`src/rtl/pipe_hazard_ctrl_if.sv`:
```
// pipe_hazard_ctrl_if: pipeline-to-hazard-controller signal bundle
interface pipe_hazard_ctrl_if #(
   parameter int CNT_W = 16
);
   logic             fwd_en;
   logic [3:0]       id_src1;
   logic [3:0]       id_src2;
   logic             id_use_src1;
   logic             id_two_src;
   logic [3:0]       exe_dest;
   logic             exe_wb_en;
   logic             exe_mem_r_en;
   logic [3:0]       mem_dest;
   logic             mem_wb_en;
   logic             branch_taken;
   logic             mem_req;
   logic             mem_ready;
   logic             freeze_if;
   logic             freeze_id;
   logic             freeze_exe;
   logic             freeze_mem;
   logic             flush_if;
   logic             flush_id;
   logic             halted;
   logic [CNT_W-1:0] stall_cnt;
   logic [CNT_W-1:0] flush_cnt;
   modport master (
      output fwd_en, id_src1, id_src2, id_use_src1, id_two_src, exe_dest, exe_wb_en,
             exe_mem_r_en, mem_dest, mem_wb_en, branch_taken, mem_req, mem_ready,
      input  freeze_if, freeze_id, freeze_exe, freeze_mem, flush_if, flush_id, halted,
             stall_cnt, flush_cnt
   );
   modport slave (
      input  fwd_en, id_src1, id_src2, id_use_src1, id_two_src, exe_dest, exe_wb_en,
             exe_mem_r_en, mem_dest, mem_wb_en, branch_taken, mem_req, mem_ready,
      output freeze_if, freeze_id, freeze_exe, freeze_mem, flush_if, flush_id, halted,
             stall_cnt, flush_cnt
   );
endinterface

```
`src/rtl/pipe_hazard_ctrl.sv`:
```
// pipe_hazard_ctrl: pipeline freeze/flush sequencer with memory timeout halt and perf counters
module pipe_hazard_ctrl #(
   parameter int CNT_W   = 16,
   parameter int TIMEOUT = 64
) (
   input  logic              clk,
   input  logic              rst_n,
   pipe_hazard_ctrl_if.slave bus
);
   localparam int WW = $clog2(TIMEOUT + 1);
   typedef enum logic [1:0] {RUN, MEM_WAIT, HALT} state_e;
   state_e           state_q, state_d;
   logic [WW-1:0]    wait_q, wait_d;
   logic [CNT_W-1:0] stall_q, stall_d, flush_q, flush_d;
   logic             m1, m2, n1, n2, hazard, mem_stall, fr_all, br, bub, fr_if;
   // RAW detection and priority resolution; outputs are forced low while reset is held
   always_comb begin
      m1        = bus.id_use_src1 & (bus.id_src1 == bus.exe_dest);
      m2        = bus.id_two_src & (bus.id_src2 == bus.exe_dest);
      n1        = bus.id_use_src1 & (bus.id_src1 == bus.mem_dest);
      n2        = bus.id_two_src & (bus.id_src2 == bus.mem_dest);
      hazard    = bus.fwd_en ? (bus.exe_wb_en & bus.exe_mem_r_en & (m1 | m2))
                             : ((bus.exe_wb_en & (m1 | m2)) | (bus.mem_wb_en & (n1 | n2)));
      mem_stall = (bus.mem_req & ~bus.mem_ready) | (state_q == HALT);
      fr_all    = rst_n & mem_stall;
      br        = rst_n & ~mem_stall & bus.branch_taken;
      bub       = rst_n & ~mem_stall & ~bus.branch_taken & hazard;
      fr_if     = fr_all | bub;
   end
   // memory handshake FSM: wait counter restarts on every entry to MEM_WAIT
   always_comb begin
      state_d = state_q;
      wait_d  = wait_q;
      case (state_q)
         RUN: begin
            if (bus.mem_req && !bus.mem_ready) begin
               state_d = MEM_WAIT;
               wait_d  = '0;
            end
         end
         MEM_WAIT: begin
            if (bus.mem_ready) state_d = RUN;
            else if (wait_q == WW'(TIMEOUT - 1)) state_d = HALT;
            else wait_d = wait_q + 1'b1;
         end
         default: state_d = HALT;
      endcase
   end
   // saturating counters; flush_cnt holds in HALT naturally since flush_if is then low
   always_comb begin
      stall_d = (fr_if && !(&stall_q)) ? stall_q + 1'b1 : stall_q;
      flush_d = (br && !(&flush_q)) ? flush_q + 1'b1 : flush_q;
   end
   // state and counter registers
   always_ff @(posedge clk or negedge rst_n) begin
      if (!rst_n) begin
         state_q <= RUN;
         wait_q  <= '0;
         stall_q <= '0;
         flush_q <= '0;
      end else begin
         state_q <= state_d;
         wait_q  <= wait_d;
         stall_q <= stall_d;
         flush_q <= flush_d;
      end
   end
   assign bus.freeze_if  = fr_if;
   assign bus.freeze_id  = fr_all;
   assign bus.freeze_exe = fr_all;
   assign bus.freeze_mem = fr_all;
   assign bus.flush_if   = br;
   assign bus.flush_id   = br | bub;
   assign bus.halted     = state_q == HALT;
   assign bus.stall_cnt  = stall_q;
   assign bus.flush_cnt  = flush_q;
endmodule

```
`src/flat_wrapper.sv`:
```
// flat-port wrapper written by rule: the top's interface ports become plain ports
module pipe_hazard_ctrl_flat 
#(
   parameter int CNT_W   = 16,
   parameter int TIMEOUT = 64
)
  (clk, rst_n, bus_fwd_en, bus_id_src1, bus_id_src2, bus_id_use_src1, bus_id_two_src, bus_exe_dest, bus_exe_wb_en, bus_exe_mem_r_en, bus_mem_dest, bus_mem_wb_en, bus_branch_taken, bus_mem_req, bus_mem_ready, bus_freeze_if, bus_freeze_id, bus_freeze_exe, bus_freeze_mem, bus_flush_if, bus_flush_id, bus_halted, bus_stall_cnt, bus_flush_cnt);
  pipe_hazard_ctrl_if #(.CNT_W(CNT_W)) bus_i ();
  input  logic clk;
  input  logic rst_n;
  input wire logic [$bits(bus_i.fwd_en)-1:0] bus_fwd_en;
  input wire logic [$bits(bus_i.id_src1)-1:0] bus_id_src1;
  input wire logic [$bits(bus_i.id_src2)-1:0] bus_id_src2;
  input wire logic [$bits(bus_i.id_use_src1)-1:0] bus_id_use_src1;
  input wire logic [$bits(bus_i.id_two_src)-1:0] bus_id_two_src;
  input wire logic [$bits(bus_i.exe_dest)-1:0] bus_exe_dest;
  input wire logic [$bits(bus_i.exe_wb_en)-1:0] bus_exe_wb_en;
  input wire logic [$bits(bus_i.exe_mem_r_en)-1:0] bus_exe_mem_r_en;
  input wire logic [$bits(bus_i.mem_dest)-1:0] bus_mem_dest;
  input wire logic [$bits(bus_i.mem_wb_en)-1:0] bus_mem_wb_en;
  input wire logic [$bits(bus_i.branch_taken)-1:0] bus_branch_taken;
  input wire logic [$bits(bus_i.mem_req)-1:0] bus_mem_req;
  input wire logic [$bits(bus_i.mem_ready)-1:0] bus_mem_ready;
  output wire logic [$bits(bus_i.freeze_if)-1:0] bus_freeze_if;
  output wire logic [$bits(bus_i.freeze_id)-1:0] bus_freeze_id;
  output wire logic [$bits(bus_i.freeze_exe)-1:0] bus_freeze_exe;
  output wire logic [$bits(bus_i.freeze_mem)-1:0] bus_freeze_mem;
  output wire logic [$bits(bus_i.flush_if)-1:0] bus_flush_if;
  output wire logic [$bits(bus_i.flush_id)-1:0] bus_flush_id;
  output wire logic [$bits(bus_i.halted)-1:0] bus_halted;
  output wire logic [$bits(bus_i.stall_cnt)-1:0] bus_stall_cnt;
  output wire logic [$bits(bus_i.flush_cnt)-1:0] bus_flush_cnt;
  assign bus_i.fwd_en = bus_fwd_en;
  assign bus_i.id_src1 = bus_id_src1;
  assign bus_i.id_src2 = bus_id_src2;
  assign bus_i.id_use_src1 = bus_id_use_src1;
  assign bus_i.id_two_src = bus_id_two_src;
  assign bus_i.exe_dest = bus_exe_dest;
  assign bus_i.exe_wb_en = bus_exe_wb_en;
  assign bus_i.exe_mem_r_en = bus_exe_mem_r_en;
  assign bus_i.mem_dest = bus_mem_dest;
  assign bus_i.mem_wb_en = bus_mem_wb_en;
  assign bus_i.branch_taken = bus_branch_taken;
  assign bus_i.mem_req = bus_mem_req;
  assign bus_i.mem_ready = bus_mem_ready;
  assign bus_freeze_if = bus_i.freeze_if;
  assign bus_freeze_id = bus_i.freeze_id;
  assign bus_freeze_exe = bus_i.freeze_exe;
  assign bus_freeze_mem = bus_i.freeze_mem;
  assign bus_flush_if = bus_i.flush_if;
  assign bus_flush_id = bus_i.flush_id;
  assign bus_halted = bus_i.halted;
  assign bus_stall_cnt = bus_i.stall_cnt;
  assign bus_flush_cnt = bus_i.flush_cnt;
  pipe_hazard_ctrl #(.CNT_W(CNT_W), .TIMEOUT(TIMEOUT)) u_core (.clk(clk), .rst_n(rst_n), .bus(bus_i));
endmodule
```
`config.mk`:
```
export PLATFORM = sky130hd
export DESIGN_NAME = pipe_hazard_ctrl_flat
export DESIGN_NICKNAME = d
export VERILOG_FILES = /design/src/rtl/pipe_hazard_ctrl_if.sv /design/src/rtl/pipe_hazard_ctrl.sv /design/src/flat_wrapper.sv
export SDC_FILE = /design/constraint.sdc
export NUM_CORES = 1
export LEC_CHECK = 0
export ABC_CLOCK_PERIOD_IN_PS = 4100
export CAP_MARGIN = 20
export CORE_AREA = 4 4 73 75
export DETAILED_ROUTE_END_ITERATION = 8
export DIE_AREA = 0 0 77 79
export GPL_ROUTABILITY_DRIVEN = 1
export HOLD_SLACK_MARGIN = 0.15
export PLACE_DENSITY = 0.89
export SLEW_MARGIN = 10
export SYNTH_ARGS = -nofsm -noshare
export SYNTH_HDL_FRONTEND = slang
export SYNTH_SLANG_ARGS = --single-unit
```
`constraint.sdc`:
```
create_clock -name clk -period 4.1 [get_ports clk]
set_clock_uncertainty 0.15 [all_clocks]
set_input_delay 0.82 -clock clk [delete_from_list [all_inputs] [get_ports clk]]
set_output_delay 0.82 -clock clk [all_outputs]
set_load 0.005 [all_outputs]
```
After elaboration in Yosys (flattened, before gate mapping). Index checks and enable logic that the tools add are counted.

Flip-flop bits (word level): 41. Latch bits: 0. Memory bits (writable): 0. Memory bits (read-only): 0. Bits of input ports: 27. Output and inout bits: 39. Logic and storage cells: 62. Memories: 0.

Add/subtract/negate cells: 3. Multiply operators: 0. Divide/modulo/power cells: 0. $lt $le $gt $ge: 0. Equal/unequal tests: 11. Shifts and indexed selects: 0. Muxes and demuxes: 9. Bitwise operators: 23. Reductions and logical operators: 12.

Operators with widths (number): $add A16 B1 Y16 const B (2); $reduce_and A16 Y1 (2); $mux W7 (3); $eq A4 B4 Y1 (4); $and A1 B1 Y1 (14); $pmux W7 S2 (1); $add A7 B1 Y7 const B (1); $eq A7 B6 Y1 const B (1); $mux W2 (3); $or A1 B1 Y1 (6); $ne A2 B2 Y1 const B (2); $pmux W2 S2 (1); $reduce_and A4 Y1 (1); $logic_and A1 B1 Y1 (3); $logic_not A1 Y1 (3); $ne A3 B2 Y1 const B (1); $not A1 Y1 (3); $eq A2 B1 Y1 const B (1); $eq A2 B2 Y1 const B (1); $logic_not A2 Y1 (1); $ne A2 B1 Y1 const B (1); $reduce_and A2 Y1 (1); $reduce_bool A2 Y1 (1); $mux W1 (1).

Depth between registers and ports, before layout. Gate-level depths: netlist of run 1.

Depth in word-level cells: 9. Gate-level depth with buffers: 9. Depth with buffers taken out: 8.

Worst setup path after synthesis of run 1. OpenSTA, ideal clock, no wires.

Path type: input -> output. Start point: input bus_exe_mem_r_en. End point: output bus_freeze_if. Arrival time: 1.813 ns. Required time: 3.130 ns. Setup slack: 1.317 ns. Cell stages on the path: 7. Path buffers: 0. Path through: nand2b_1 nand3_1 nor3_1 a31oi_1 a21oi_2 nor2b_2 and2b_2.

Cells in the longest elaborated chain, start to end: 5.

RTL lines: from (decl) (RTL line flat_wrapper.sv:18) `input wire logic [$bits(bus_i.exe_mem_r_en)-1:0] bus_exe_mem_r_en;`; $and A1 B1 Y1 (2 in series) (RTL line pipe_hazard_ctrl.sv:22) `hazard = bus.fwd_en ? (bus.exe_wb_en & bus.exe_mem_r_en & (m1 | m2))`; $mux W1 (RTL line pipe_hazard_ctrl.sv:22); $and A1 B1 Y1 (RTL line pipe_hazard_ctrl.sv:27) `bub = rst_n & ~mem_stall & ~bus.branch_taken & hazard;`; $or A1 B1 Y1 (RTL line pipe_hazard_ctrl.sv:28) `fr_if = fr_all | bub;`; to (decl) (RTL line flat_wrapper.sv:24) `output wire logic [$bits(bus_i.freeze_if)-1:0] bus_freeze_if;`.

No other way between the ends.

Worst setup path after layout of run 1.
Start point: input bus_exe_dest[3]. End point: output bus_freeze_if.

Cells in the longest elaborated chain, start to end: 8. Elaborated cells on any way between the ends: 11. Classes of those cells: eq/ne (2); mux (1); bitwise (8).

RTL lines: from (decl) (RTL line flat_wrapper.sv:16) `input wire logic [$bits(bus_i.exe_dest)-1:0] bus_exe_dest;`; $eq A4 B4 Y1 (on tied branches) (RTL line pipe_hazard_ctrl.sv:18, pipe_hazard_ctrl.sv:19); $and A1 B1 Y1 (on tied branches) (RTL line pipe_hazard_ctrl.sv:18, pipe_hazard_ctrl.sv:19); $or A1 B1 Y1 * (RTL line pipe_hazard_ctrl.sv:22, pipe_hazard_ctrl.sv:23); $and A1 B1 Y1 (RTL line pipe_hazard_ctrl.sv:23) `: ((bus.exe_wb_en & (m1 | m2)) | (bus.mem_wb_en & (n1 | n2)));`; $or A1 B1 Y1 (RTL line pipe_hazard_ctrl.sv:23); $mux W1 * (RTL line pipe_hazard_ctrl.sv:22); $and A1 B1 Y1 * (RTL line pipe_hazard_ctrl.sv:27); $or A1 B1 Y1 * (RTL line pipe_hazard_ctrl.sv:28).

Every way passes the cells marked *; elsewhere a longest branch is shown, timed or not.

==> reports/results.tsv, run 1 <==
metric	value	unit
worst-path-buf-inv	2	
placedInstanceArea	0.00299	mm2
dieArea	0.00608	mm2
fin_ws	230	ps
drtAntennaViolNets	0	
grt_pass1_wl	8460	um
rows	25	
tritoncts	done	
cts_buffers	5	
r2r_cells	8	
wl_per_cell	13.8	um
ys_seq_area_share	44.7	%
power	1.16	mW
worstSetupStartpoint	bus_exe_dest[3]	
holdCritPathClass	primary input to async pin	
core_area	0.00466	mm2
post-route-drc-count	0	
grt_pass1_vias	1887	
critical_path_arrival	2900	ps
clock-sinks	41	
p_per_area	372	mW/mm2
grtUsageTotal	17.1	%
drt_iter0_drc	84	
synth-xor-area-share	17.9	%
synth_top_family_by_area	simple AND/OR/NAND/NOR gates	
vias_per_cell	5.20	
synthSimpleGateAreaFrac	27.5	%
synth_cell_types	44	
yosys_warnings	0	
synthMuxAreaShare	1.47	%
syn_nets	258	
die_y	79	um
synth_common_cells	dfrtp_1 (41), xor2_1 (29), nand3_1 (24)	
via_count	1836	
rr_endpoint	u_core.bus.stall_cnt[8]$_DFFE_PN0P_	
dr_wl_met3	213	um
timing.fmax	258	MHz
period_share	94.4	%
relSlewSlack	60.1	%
reg2reg_from	u_core.bus.stall_cnt[0]$_DFFE_PN0P_	
synthCells	228	
cp_max_fo	5	
synth_top_area_cell	dfrtp_1	
drt-total-wl	4860	um
critPathSlowestCell	clkdlybuf4s50_1	
grt-ovfl-total	0	
start_util	49.3	%
synth_fa_ha_area_share	1.63	%
io_buffers	65	
synthArstFlopShare	100	%
worstSetupPathType	primary input to output port	
clk_path_buf_depth	2	
path_clk_slew	80	ps
path_delay_family	buffers and inverters	
syn2layout_area_growth	35.5	%
drv_cap	0	
final_nets	328	
clkLatencyLatePin	290	ps
tns	0	ps
num_io_pins	66	
wl_met1	2260	um
gp_congestion	0.829	
synth_area	0.00230	mm2
hold_viol	0	
avgSynthCellArea	10.1	um2
path_common_cell	clkdlybuf4s50_1	
synth_edf_count	0	
h-tree-depth	2	
ctsRootBufferMaster	clkbuf_8	
leakagePower	1.38	nW
diodes	0	
synth_top_area_share	44.7	%
cp.required	3130	ps
cts_resized	0	
finalSetupViolations	0	
postLayoutCellArea	0.00311	mm2
grt_max_degree	20	
fill_cells	349	
drive_gt1_share	11.4	%
synth_compound_area_share	4.52	%
post-place-ws	243	ps
antenna_found_initial	0	
yosysMostFrequentCell	dfrtp_1	
slew_viol_final	0	
cp_cell_sequence	clkdlybuf4s50_1 -> xor2_1 -> nor3_1 -> a31oi_1 -> a21oi_2 -> nor2b_2 -> and2b_2 -> clkdlybuf4s50_1	
die_w	77	um
period_minus_slack	3870	ps
hold_buffers	0	
highest_layer	met4	
tightest_slew	594	ps
dr.pass1.iters	4	
cp-start-kind	primary input	
wl_met2	2350	um
ir_worst_vdd	0.000282	V
post-cts-setup-buffer-count	0	
rsz0062_at_grt	false	
status	finished, final reports clean	
cpPeakStageDelay	520	ps
rrSetupSlack	1880	ps
synth.area.top_cells	dfrtp_1 (45%), xor2_1 (11%), xnor2_1 (6.9%)	
synth_flop_cell	dfrtp_1	
worstSetupEndpointType	output port	
dp_hpwl	3790	um
synth_seq_cells	41	
[worst max-delay path by stage]
stage,end,slack [ps],cells after the start
final,bus_freeze_if,230,8
after CTS,bus_freeze_if,230,8
after floorplan,bus_freeze_if,1320,7
after global placement,bus_freeze_if,300,9
after detailed placement,bus_freeze_if,240,8
after global routing,bus_freeze_if,70,9
[layout by cell type, fill, tap and decap left out, drive strengths merged]
master         count
o21a               2
clkinvlp           1
o21ai              3
or3                2
and4               1
mux2               3
bufinv             1
or2                2
nand2b             2
a211oi             1
and3               3
nor3               8
a31oi              3
clkbuf             6
nand4b             1
dfrtp             41
nor4               2
nor2              23
nand4              5
xor2              29
xnor2             18
and2b              3
nand2             25
nor3b              1
nand3             25
a31o               1
clkdlybuf4s50     64
inv                5
a21oi              3
o311ai             1
buf                3
ha                 3
and3b              1
nor2b              6
and4bb             1
[metrics by stage]
step	utilization [%]	instances	hold WS, ps
after floorplan	-	228	327
after detailed placement	64.2	345	334
after global routing	66.8	353	265
after global placement	64.2	345	330
final	66.8	353	257
after CTS	66.8	353	251
[power by group]
part,internal [mW],switching (mW),leakage (nW),total (mW)
sequential,0.461,0.0722,0.544,0.533
clock,0.198,0.140,0.0574,0.338
combinational,0.179,0.108,0.777,0.287
total,0.838,0.320,1.38,1.16
[cell families after synthesis]
kind of cell / count (synthesis)
adder cells (fa/ha/maj): 3
XOR/XNOR: 47
buffers and inverters: 9
AND/OR/NAND/NOR: 111
multiplexers: 3
flip-flops: 41
AO/OA/AOI/OAI: 14
[layout make-up]
class | instances | area [um2] | area share [%]
Clock inverter | 2 | 37.5 | 1.21
Sequential cell | 41 | 1030 | 33.0
Clock buffer | 6 | 82.6 | 2.65
Timing Repair Buffer | 67 | 661 | 21.2
Tap cell | 54 | 67.6 | 2.17
Multi-Input combinational cell | 178 | 1220 | 39.2
Inverter | 5 | 18.8 | 0.603
[sequential cells by signal (all words and copies together), names as in the netlist]
name                  count
u_core.wait_q             7
u_core.bus.flush_cnt     16
u_core.state_q            2
u_core.bus.stall_cnt     16
[layer usage]
layer  global-route usage, %  up-vias
li1                        -      910
met1                    22.3      873
met2                    28.5       48
met3                    4.65        5
met4                    4.27        0
met5                       0        -
Note: power is estimated with default switching activity, not from simulation.
==> run 2: changes to the inputs <==
- ABC_CLOCK_PERIOD_IN_PS: 4100 -> 4550
- clock period: 4.1 -> 4.55 ns (I/O delays scaled with it)
==> run 2 against run 1 <==
Effect of this change: clock-buffer cell count did not move; first-iteration DRC count fell by 23%; largest cell class unchanged; critical path type unchanged; total power fell by 15%; sequential share of layout area rose by 0.32 points.
==> reports/results.tsv, run 2 (synthesis results as in run 1) <==
metric	value	unit	change
path_delay_family	buffers and inverters		
leakagePower	1.36	nW	-1.0%
drt-total-wl	4990	um	+2.6%
period_minus_slack	4090	ps	
drt_iter0_drc	65		-23%
start_util	49.3	%	unchanged
tightest_slew	614	ps	+19.5 ps
rsz0062_at_grt	false		
ctsRootBufferMaster	clkbuf_8		
seq_power_share	48.7	%	+2.7 points
slew_viol_final	0		unchanged
syn2layout_area_growth	34.2	%	
cpPeakStageDelay	510	ps	about the same
final_nets	328		unchanged
hold_buffers	0		unchanged
ir_worst_vdd	0.000266	V	-5.7%
post-route-drc-count	0		unchanged
grt_pass1_vias	1915		+1.5%
holdCritPathClass	primary input to async pin		
p_per_area	320	mW/mm2	-14%
critical_path_arrival	3030	ps	+130 ps
core_area	0.00466	mm2	unchanged
drive_gt1_share	11.1	%	-0.30 points
switching_share	29.3	%	+1.7 points
gp_congestion	0.818		-1.3%
timing.fmax	245	MHz	
die_w	77	um	unchanged
cp.required	3490	ps	+360 ps
combPwrFrac	26.4	%	+1.6 points
grt_max_degree	28		+40%
final_cell_mix	clkdlybuf4s50_1 (64), dfrtp_1 (41), xor2_1 (29)		
cp_max_fo	5		unchanged
status	finished, final reports clean		
layout_commonest_cell	clkdlybuf4s50_1		
period_share	89.9	%	
num_io_pins	66		unchanged
cts_resized	0		unchanged
post-place-ws	464	ps	+221 ps
clock-sinks	41		unchanged
power.share.clock	24.9	%	-4.2 points
crit_cells	9		+1
clk_path_buf_depth	2		unchanged
hold_viol	0		unchanged
vias_per_cell	5.31		+2.0%
critPathSlowestCell	clkdlybuf4s50_1		
clkLatencyLatePin	290	ps	about the same
wl_per_cell	14.2	um	+2.9%
tns	0	ps	unchanged
cp-start-kind	primary input		
path_common_cell	clkdlybuf4s50_1		
cp_cell_sequence	clkdlybuf4s50_1 -> xnor2_1 -> nand3_1 -> nor3_1 -> a31oi_1 -> a21oi_2 -> nor2b_2 -> and2b_2 -> clkdlybuf4s50_1		
antenna_found_initial	0		unchanged
drv_cap	0		unchanged
via_count	1868		+1.7%
tritoncts	done		
die_y	79	um	unchanged
dr.pass1.iters	4		unchanged
grt-ovfl-total	0		unchanged
drtAntennaViolNets	0		unchanged
finalSetupViolations	0		unchanged
relSlewSlack	59.1	%	-1.0 points
post-cts-setup-buffer-count	0		unchanged
cts_buffers	5		unchanged
p_sw	0.289	mW	-9.5%
dieArea	0.00608	mm2	unchanged
worst-path-buf-inv	2		unchanged
grtUsageTotal	18.2	%	+1.1 points
rows	25		unchanged
worstSetupEndpointType	output port		
diodes	0		unchanged
io_buffers	65		unchanged
p_int	0.697	mW	-17%
r2r_cells	8		unchanged
dp_hpwl	3890	um	+2.5%
path_clk_slew	80	ps	about the same
grt_pass1_wl	8870	um	+4.8%
fin_ws	460	ps	+230 ps
worstSetupPathType	primary input to output port		
h-tree-depth	2		unchanged
run 2: cell type report:
type	count	area (um2)
timing repair buffer	67	661
inverter	5	18.8
clock inverter	1	7.51
multi-input combinational	178	1220
sequential	41	1030
tap	54	67.6
fill	365	1580
clock buffer	6	82.6
run 2: through the flow:
stage          instances  hold WS (ps)  instance area (um2)  utilization, %  power, mW
2_1_floorplan        228           327                 2300               -      0.587
3_3_place_gp         345           330                 2990            64.2      0.740
3_5_place_dp         345           342                 2990            64.2      0.749
4_1_cts              352           258                 3080            66.1      0.998
5_1_grt              352           255                 3080            66.1       1.05
6_report             352           265                 3080            66.1      0.987
run 2: final timing paths:
kind                                                  endpoint  slack, ps                                 from
setup / recovery                                 bus_freeze_if        460                       bus_id_src2[2]
hold / removal                   u_core.state_q[1]$_DFFE_PN0P_        270                                rst_n
setup reg to reg           u_core.bus.stall_cnt[5]$_DFFE_PN0P_       2300  u_core.bus.stall_cnt[0]$_DFFE_PN0P_
hold reg to reg            u_core.bus.flush_cnt[6]$_DFFE_PN0P_        350  u_core.bus.flush_cnt[6]$_DFFE_PN0P_
max in group asynchronous  u_core.bus.stall_cnt[7]$_DFFE_PN0P_       3480                                rst_n
min in group clk           u_core.bus.flush_cnt[6]$_DFFE_PN0P_        350  u_core.bus.flush_cnt[6]$_DFFE_PN0P_
run 2: worst reg2reg max path, delay by kind of cell (launching register included):
family,cells,cell delay [ps]
AOI/OAI and AO/OA,1,220
xor gates and xnor gates,1,160
adders and majority gates,1,240
DFF,1,440
and+or+nand+nor,5,970
run 2: layer usage:
| metal | up-vias | global-route usage, % | wire [um] |
|---|---|---|---|
| met4 | 0 | 4.63 | 79 |
| met2 | 61 | 30.3 | 2370 |
| li1 | 913 | - | - |
| met1 | 884 | 23.1 | 2240 |
| met5 | - | 0 | 0 |
| met3 | 10 | 5.67 | 297 |
run 2: power by group through the flow:
| stage | registers [mW] | clock network, mW | logic, mW |
|---|---|---|---|
| 3_5_place_dp | 0.487 | 0 | 0.262 |
| 6_report | 0.481 | 0.245 | 0.261 |
| 3_3_place_gp | 0.485 | 0 | 0.255 |
| 2_1_floorplan | 0.481 | 0 | 0.105 |
| 5_1_grt | 0.492 | 0.269 | 0.287 |
| 4_1_cts | 0.481 | 0.252 | 0.264 |
==> run 3: changes to the inputs <==
- ABC_CLOCK_PERIOD_IN_PS: 4550 -> not set
==> results of run 3 <==
Final layout, timing and power as in run 2 (identical DEF).
